`src/rtl/tristan_mem_pkg.sv`:
```
// Shared types for the instruction/data memory arbiter: request source IDs,
// arbiter states and the address-phase bundle presented to the SRAM.
package tristan_mem_pkg;

    typedef enum logic {
        SRC_INSTR = 1'b0,
        SRC_DATA  = 1'b1
    } mem_src_e;

    typedef enum logic {
        ARB_IDLE   = 1'b0,
        ARB_LOCKED = 1'b1
    } arb_state_e;

    typedef struct packed {
        logic [31:0] addr;
        logic        we;
        logic [3:0]  be;
        logic [31:0] wdata;
    } mem_addr_phase_t;

    localparam logic [3:0] INSTR_BE = 4'hF;

    // Picks the port to present this cycle; only meaningful when at least one port requests.
    function automatic mem_src_e pick_source(
        input logic     instr_req,
        input logic     data_req,
        input mem_src_e last_grant,
        input bit       data_prio
    );
        if (instr_req && !data_req) return SRC_INSTR;
        if (data_req && !instr_req) return SRC_DATA;
        if (data_prio)              return SRC_DATA;
        return (last_grant == SRC_DATA) ? SRC_INSTR : SRC_DATA;
    endfunction

endpackage

```
`src/rtl/mem_src_fifo.sv`:
```
// In-order FIFO of source IDs for accepted address phases; the head names the
// port that owns the next memory response.
module mem_src_fifo
    import tristan_mem_pkg::*;
#(
    parameter int unsigned DEPTH = 2
) (
    input  logic     clk_i,
    input  logic     rst_ni,
    input  logic     push,
    input  mem_src_e push_src,
    input  logic     pop,
    output mem_src_e head,
    output logic     empty,
    output logic     full
);

    localparam int unsigned PTR_W = (DEPTH > 1) ? $clog2(DEPTH) : 1;
    localparam int unsigned CNT_W = $clog2(DEPTH + 1);

    mem_src_e               slots [DEPTH];
    logic     [PTR_W-1:0]   wr_ptr;
    logic     [PTR_W-1:0]   rd_ptr;
    logic     [CNT_W-1:0]   count;

    function automatic logic [PTR_W-1:0] ptr_next(input logic [PTR_W-1:0] ptr);
        return (ptr == PTR_W'(DEPTH - 1)) ? '0 : ptr + 1'b1;
    endfunction

    // NOTE: sequential state uses non-blocking assignments so every register
    // samples the pre-edge values, independent of statement order.
    always_ff @(posedge clk_i or negedge rst_ni) begin
        if (!rst_ni) begin
            wr_ptr <= '0;
            rd_ptr <= '0;
            count  <= '0;
        end else begin
            if (push) wr_ptr <= ptr_next(wr_ptr);
            if (pop)  rd_ptr <= ptr_next(rd_ptr);
            if (push && !pop)      count <= count + 1'b1;
            else if (pop && !push) count <= count - 1'b1;
        end
    end

    // NOTE: storage is not reset; entries are only read once the count says
    // they were written, so a reset here would just cost flops.
    always_ff @(posedge clk_i) begin
        if (push) slots[wr_ptr] <= push_src;
    end

    // A push into a full FIFO is only issued together with a pop, so the slot
    // at rd_ptr is read (old value) and overwritten in the same cycle.
    assign head  = slots[rd_ptr];
    assign empty = (count == '0);
    assign full  = (count == CNT_W'(DEPTH));

endmodule

```
`src/rtl/obi_mem_arbiter.sv`:
```
// Shares one single-ported OBI memory between the instruction and data ports,
// holding a stalled grant stable and routing in-order responses by source ID.
module obi_mem_arbiter
    import tristan_mem_pkg::*;
#(
    parameter int unsigned MAX_OUTSTANDING = 2,
    parameter bit          DATA_PRIO       = 1'b0
) (
    input  logic        clk_i,
    input  logic        rst_ni,

    input  logic        instr_req_i,
    output logic        instr_gnt_o,
    input  logic [31:0] instr_addr_i,
    output logic        instr_rvalid_o,
    output logic [31:0] instr_rdata_o,

    input  logic        data_req_i,
    output logic        data_gnt_o,
    input  logic [31:0] data_addr_i,
    input  logic        data_we_i,
    input  logic [3:0]  data_be_i,
    input  logic [31:0] data_wdata_i,
    output logic        data_rvalid_o,
    output logic [31:0] data_rdata_o,

    output logic        mem_req_o,
    input  logic        mem_gnt_i,
    output logic [31:0] mem_addr_o,
    output logic        mem_we_o,
    output logic [3:0]  mem_be_o,
    output logic [31:0] mem_wdata_o,
    input  logic        mem_rvalid_i,
    input  logic [31:0] mem_rdata_i,

    output logic        protocol_err_o
);

    arb_state_e      state;
    mem_src_e        locked_sel;
    mem_src_e        last_grant;
    mem_src_e        sel;
    mem_src_e        head;
    mem_addr_phase_t addr_phase;
    logic            fifo_empty;
    logic            fifo_full;
    logic            any_req;
    logic            can_issue;
    logic            handshake;
    logic            pop;
    logic            protocol_err;

    // A response in the same cycle frees a slot, so a full FIFO can still accept.
    assign pop       = mem_rvalid_i && !fifo_empty;
    assign can_issue = !fifo_full || pop;

    // NOTE: every signal assigned in this block gets a default first, so no
    // path leaves it unassigned and no latch is inferred.
    always_comb begin
        sel        = pick_source(instr_req_i, data_req_i, last_grant, DATA_PRIO);
        any_req    = instr_req_i || data_req_i;
        addr_phase = '0;
        if (state == ARB_LOCKED) begin
            sel     = locked_sel;
            any_req = 1'b1;
        end
        if (any_req) begin
            if (sel == SRC_INSTR) begin
                addr_phase.addr  = instr_addr_i;
                addr_phase.we    = 1'b0;
                addr_phase.be    = INSTR_BE;
                addr_phase.wdata = '0;
            end else begin
                addr_phase.addr  = data_addr_i;
                addr_phase.we    = data_we_i;
                addr_phase.be    = data_be_i;
                addr_phase.wdata = data_wdata_i;
            end
        end
    end

    assign mem_req_o   = any_req && can_issue;
    assign handshake   = mem_req_o && mem_gnt_i;
    assign mem_addr_o  = addr_phase.addr;
    assign mem_we_o    = addr_phase.we;
    assign mem_be_o    = addr_phase.be;
    assign mem_wdata_o = addr_phase.wdata;

    assign instr_gnt_o = handshake && (sel == SRC_INSTR);
    assign data_gnt_o  = handshake && (sel == SRC_DATA);

    assign instr_rvalid_o = pop && (head == SRC_INSTR);
    assign data_rvalid_o  = pop && (head == SRC_DATA);
    assign instr_rdata_o  = mem_rdata_i;
    assign data_rdata_o   = mem_rdata_i;

    assign protocol_err_o = protocol_err;

    // A stalled request is frozen until the memory takes it; a full FIFO keeps
    // the lock because no handshake can happen.
    always_ff @(posedge clk_i or negedge rst_ni) begin
        if (!rst_ni) begin
            state      <= ARB_IDLE;
            locked_sel <= SRC_INSTR;
        end else begin
            unique case (state)
                ARB_IDLE: begin
                    if (mem_req_o && !mem_gnt_i) begin
                        state      <= ARB_LOCKED;
                        locked_sel <= sel;
                    end
                end
                ARB_LOCKED: begin
                    if (handshake) state <= ARB_IDLE;
                end
                default: state <= ARB_IDLE;
            endcase
        end
    end

    always_ff @(posedge clk_i or negedge rst_ni) begin
        if (!rst_ni) begin
            last_grant   <= SRC_DATA;
            protocol_err <= 1'b0;
        end else begin
            if (handshake) last_grant <= sel;
            if (mem_rvalid_i && fifo_empty) protocol_err <= 1'b1;
        end
    end

    mem_src_fifo #(
        .DEPTH (MAX_OUTSTANDING)
    ) u_src_fifo (
        .clk_i    (clk_i),
        .rst_ni   (rst_ni),
        .push     (handshake),
        .push_src (sel),
        .pop      (pop),
        .head     (head),
        .empty    (fifo_empty),
        .full     (fifo_full)
    );

endmodule

```
`config.mk`:
```
export PLATFORM = sky130hd
export DESIGN_NAME = obi_mem_arbiter
export DESIGN_NICKNAME = d
export VERILOG_FILES = /design/src/rtl/tristan_mem_pkg.sv /design/src/rtl/mem_src_fifo.sv /design/src/rtl/obi_mem_arbiter.sv
export SDC_FILE = /design/constraint.sdc
export NUM_CORES = 1
export LEC_CHECK = 0
export CAP_MARGIN = 20
export CORE_AREA = 2 2 109 111
export DETAILED_ROUTE_END_ITERATION = 10
export DIE_AREA = 0 0 111 113
export GPL_TIMING_DRIVEN = 0
export PLACE_DENSITY = 0.73
export SLEW_MARGIN = 0
export SYNTH_ARGS = -nofsm -noshare
export SYNTH_HDL_FRONTEND = slang
export SYNTH_SLANG_ARGS = --single-unit
```
`constraint.sdc`:
```
create_clock -name clk_i -period 1.7 [get_ports clk_i]
set_clock_uncertainty 0.15 [all_clocks]
set_input_delay 0.17 -clock clk_i [delete_from_list [all_inputs] [get_ports clk_i]]
set_output_delay 0.17 -clock clk_i [all_outputs]
set_load 0.01 [all_outputs]
```
==> summary.md <==
| Metric | Value |
|---|---|
| Post-route antenna net violation count | `0` |
| Pin slew with the least headroom to its limit | `0.511 ns` |
| Worst path max stage delay | `0.38 ns` |
| Period utilization | `120%` |
| Layout-stage area growth over the synthesis result | `154%` |
| Critical path launch point type | `register` |
| Most frequently used flop master after synthesis | `sky130_fd_sc_hd__dfrtp_1` |
| Critical-path cell with the highest stage delay | `sky130_fd_sc_hd__dfstp_2` |
| Global placement routability congestion | `about 0.79` |
| DP Wirelength | `~8 mm` |
| Number of nets in the layout | `~680` |
| Instance count after placement with tap cells included | `649` |
| Number of buffers inserted for hold repair after clock tree synthesis | `0` |
| Layer carrying the most global-route usage | `met2` |
| Antenna violations before repair | `0` |
| Max-cap viol count | `0` |
| Leading cell type in the layout, fill and taps excluded | `sky130_fd_sc_hd__clkdlybuf4s50_1` |
| Initial core utilization | `17.3%` |
| Normalized max-slew margin | `65.8%` |
| Ant diodes | `0` |
| Number of hold violations in the final report | `0` |
| Clock latency on the worst-skew pair | `0.24 ns` |
| Final-report max-slew violation count | `0` |
| Status | `finished, violations left` |
| Clock Path Buffers | `2` |
| Wire length per cell after detailed routing | `14.7 um` |
| Clock transition at the registers of the reported paths | `approximately 0.040 ns` |
| Number of remaining DRC errors | `0` |
| Area of the die | `12500 um^2` |
| Final wirelength | `approximately 10 mm` |
| End of the worst register-to-register path | `u_src_fifo.count[1]` |
| Number of clock sinks | `10` |
| Cell at the root of the clock tree | `sky130_fd_sc_hd__clkbuf_16` |
| Input/output buffers | `245` |
| Top library cells by usage in the layout, fill and taps aside | `168 x sky130_fd_sc_hd__clkdlybuf4s50_1, 76 x sky130_fd_sc_hd__buf_4, 66 x sky130_fd_sc_hd__nand2_1` |
| RSZ-0062 raised after global routing | `true` |
| Vias in the first global route | `2826` |
| Violations in the final reports | `setup timing` |
| Count of final setup violators | `73` |
| Number of enable flip-flop cells after synthesis | `2` |
| Met3 routing resource usage after global routing | `2.84%` |
| Required time at the worst-slack endpoint | `roughly 1.4 ns` |
| Achievable Freq | `489 MHz` |
| Mean cell area of the mapped netlist | `around 7.5 um^2` |
| Pwr Density | `985 nW/um^2` |
| Ordered list of cells on the worst path | `a21bo_4 > a21oi_4 > buf_8 > buf_6 > mux2i_2 > buf_2` |
| Tmin final | `2.05 ns` |
| Largest fanout on the critical path | `5` |
| Vert. Die Dim | `113 um` |
| Number of cells on the worst reg-to-reg path | `7` |
| Total CTS buffers | `3` |
| Vias per std cell | `between 3 and 4` |
| Site Rows | `39` |
| Post-Synthesis Cells | `~260` |
| First-pass GRT wire length | `14.6 mm` |
| Crit Path Class | `reg -> out` |
| Data arrival time of the worst path | `1.73 ns` |
| Pin count of the biggest net entering global routing | `11` |
| Met2 track demand over resource | `29.6%` |
| Placed inst area | `4600 um^2` |
| Proportion of synthesized flip-flops having asynchronous set or reset | `80.0%` |
| Critical path endpoint category | `output pin` |
| Synthesized net count | `around 400` |
| Die Span X | `between 100 and 150 um` |
| Pre-Repair DR Iteration Count | `4` |
| Clock tree from TritonCTS | `built` |
| Core Box Area | `11300 um^2` |
| Worst Hold Class | `in -> async` |
| Final standard cell area without fillers | `about 4900 um^2` |
| VDD IR max | `a little under 0.8 mV` |
| Via count of the routed design | `2651` |
| Reg2Reg Launch Point | `u_src_fifo.count[0]` |
| Warnings, synthesis | `0` |
| Global-route total usage across every layer | `roughly 14%` |
| Synth cell types | `33` |
| Post-Synthesis Cell Area | `1950 um^2` |
| Share of synthesized area occupied by flip-flops and latches | `13.4%` |
| Post-synthesis sequential element count | `10` |
| Initial DRC Count | `61` |
| R2r setup slk | `-0.17 ns` |
| H-tree levels | `1` |
| Final worst-path setup slack | `-0.345 ns` |
| Met1 usage | `about 15%` |
| Leak pwr | `2.51 nW` |
| I/O pin count | `278` |
| Ratio of cells with drive above 1 in the final layout | `between 30% and 40%` |
| Non-filler instance count after layout | `about 690` |
| Overflow after GRT | `0` |
-- cell families (layout without fill, tap and decap cells) --
kind of cell | count (synthesis) | after routing | synth area share (%)
xor gates and xnor gates | 5 | 5 | 2.25
adders and majority gates | 1 | 1 | 0.643
AOI/OAI and AO/OA | 12 | 12 | 4.18
and+or+nand+nor | 115 | 115 | 29.5
muxes | 35 | 35 | 18.3
buffers and inverters | 83 | 364 | 31.6
DFF | 10 | 10 | 13.4
-- critical path: cells and delay by family (launching register included) --
kind                   cells  cell delay, ns
AOI/OAI and AO/OA          2            0.44
muxes                      1            0.22
buffers and inverters      3            0.42
DFF                        1            0.38
-- what timing repair did --
item / in CTS / in global routing
cloned: 3 / 0
pin swaps: 6 / 6
resized for setup: 349 / 40
endpoints found under the setup margin: 75 / 77
buffers inserted: 16 / 17
-- metrics by stage --
step | power [W] | hold slack, ns | utilization, % | worst slack [ns] | TNS (ns)
2_1_floorplan | 0.00204 | -0.276 | - | -0.00276 | -0.00276
3_3_place_gp | 0.00369 | 0.291 | 40.8 | -1.00 | -61.31
3_5_place_dp | 0.00374 | 0.300 | 40.8 | -1.02 | -62.56
4_1_cts | 0.00454 | 0.0947 | 42.0 | -0.403 | -20.03
5_1_grt | 0.00517 | 0.103 | 43.9 | -0.446 | -24.87
6_report | 0.00488 | 0.0793 | 43.9 | -0.345 | -19.09
-- worst max path at each step --
stage / from / endpoint / slack, ns / cells after the start
floorplan: u_src_fifo.count[0] / u_src_fifo.count[1] / -0.003 / 7
global placement: data_req_i / mem_addr_o[29] / -1.0 / 6
detailed placement: data_req_i / mem_addr_o[29] / -1.02 / 6
CTS: register / mem_req_o / -0.40 / 3
global route: last_grant / mem_addr_o[1] / -0.45 / 6
finish: last_grant / mem_addr_o[29] / -0.35 / 6
-- layout make-up --
cell class              count  area [um^2]
fillers                  1082         6320
plain buffers              78          691
flip-flops and latches     10          265
well taps                 143          179
multi-input cells         168         1210
inverters                   5         21.3
clock buffers               3         75.1
clock inverters             1         3.75
repair buffers            277         2500
-- flip-flops by register name, indices dropped and copies added, names as in the netlist, named ones only --
name               flops
protocol_err_o         1
u_src_fifo.rd_ptr      1
u_src_fifo.slots       2
last_grant             1
u_src_fifo.count       2
locked_sel             1
u_src_fifo.wr_ptr      1
-- synth_stat cells, types with 3 or more instances --
cell type	n	share of area (%)
sky130_fd_sc_hd__a21oi_1	4	1.0
sky130_fd_sc_hd__mux2i_1	33	17
sky130_fd_sc_hd__nor2b_1	20	6.4
sky130_fd_sc_hd__nor2_1	6	1.2
sky130_fd_sc_hd__inv_1	4	0.77
sky130_fd_sc_hd__and2b_1	15	5.8
sky130_fd_sc_hd__buf_6	6	3.5
sky130_fd_sc_hd__buf_4	69	27
sky130_fd_sc_hd__clkbuf_1	3	0.58
sky130_fd_sc_hd__xnor2_1	3	1.4
sky130_fd_sc_hd__dfrtp_1	7	9.0
sky130_fd_sc_hd__nand2_1	66	13
-- power by group --
| group | switching, W | leakage [nW] | internal (W) |
|---|---|---|---|
| clock network | 0.000115 | 0.0385 | 0.000309 |
| registers | 0.000105 | 0.105 | 0.000369 |
| logic | 0.00164 | 2.36 | 0.00233 |
| total | 0.00186 | 2.51 | 0.00301 |
-- metal layers --
layer / wire length [um] / vias up
met5: 0 / -
met3: 611 / 6
met1: 3620 / 1207
met4: 74 / 0
li1: - / 1324
met2: 5730 / 114
Power figures use the tool's default switching activity.
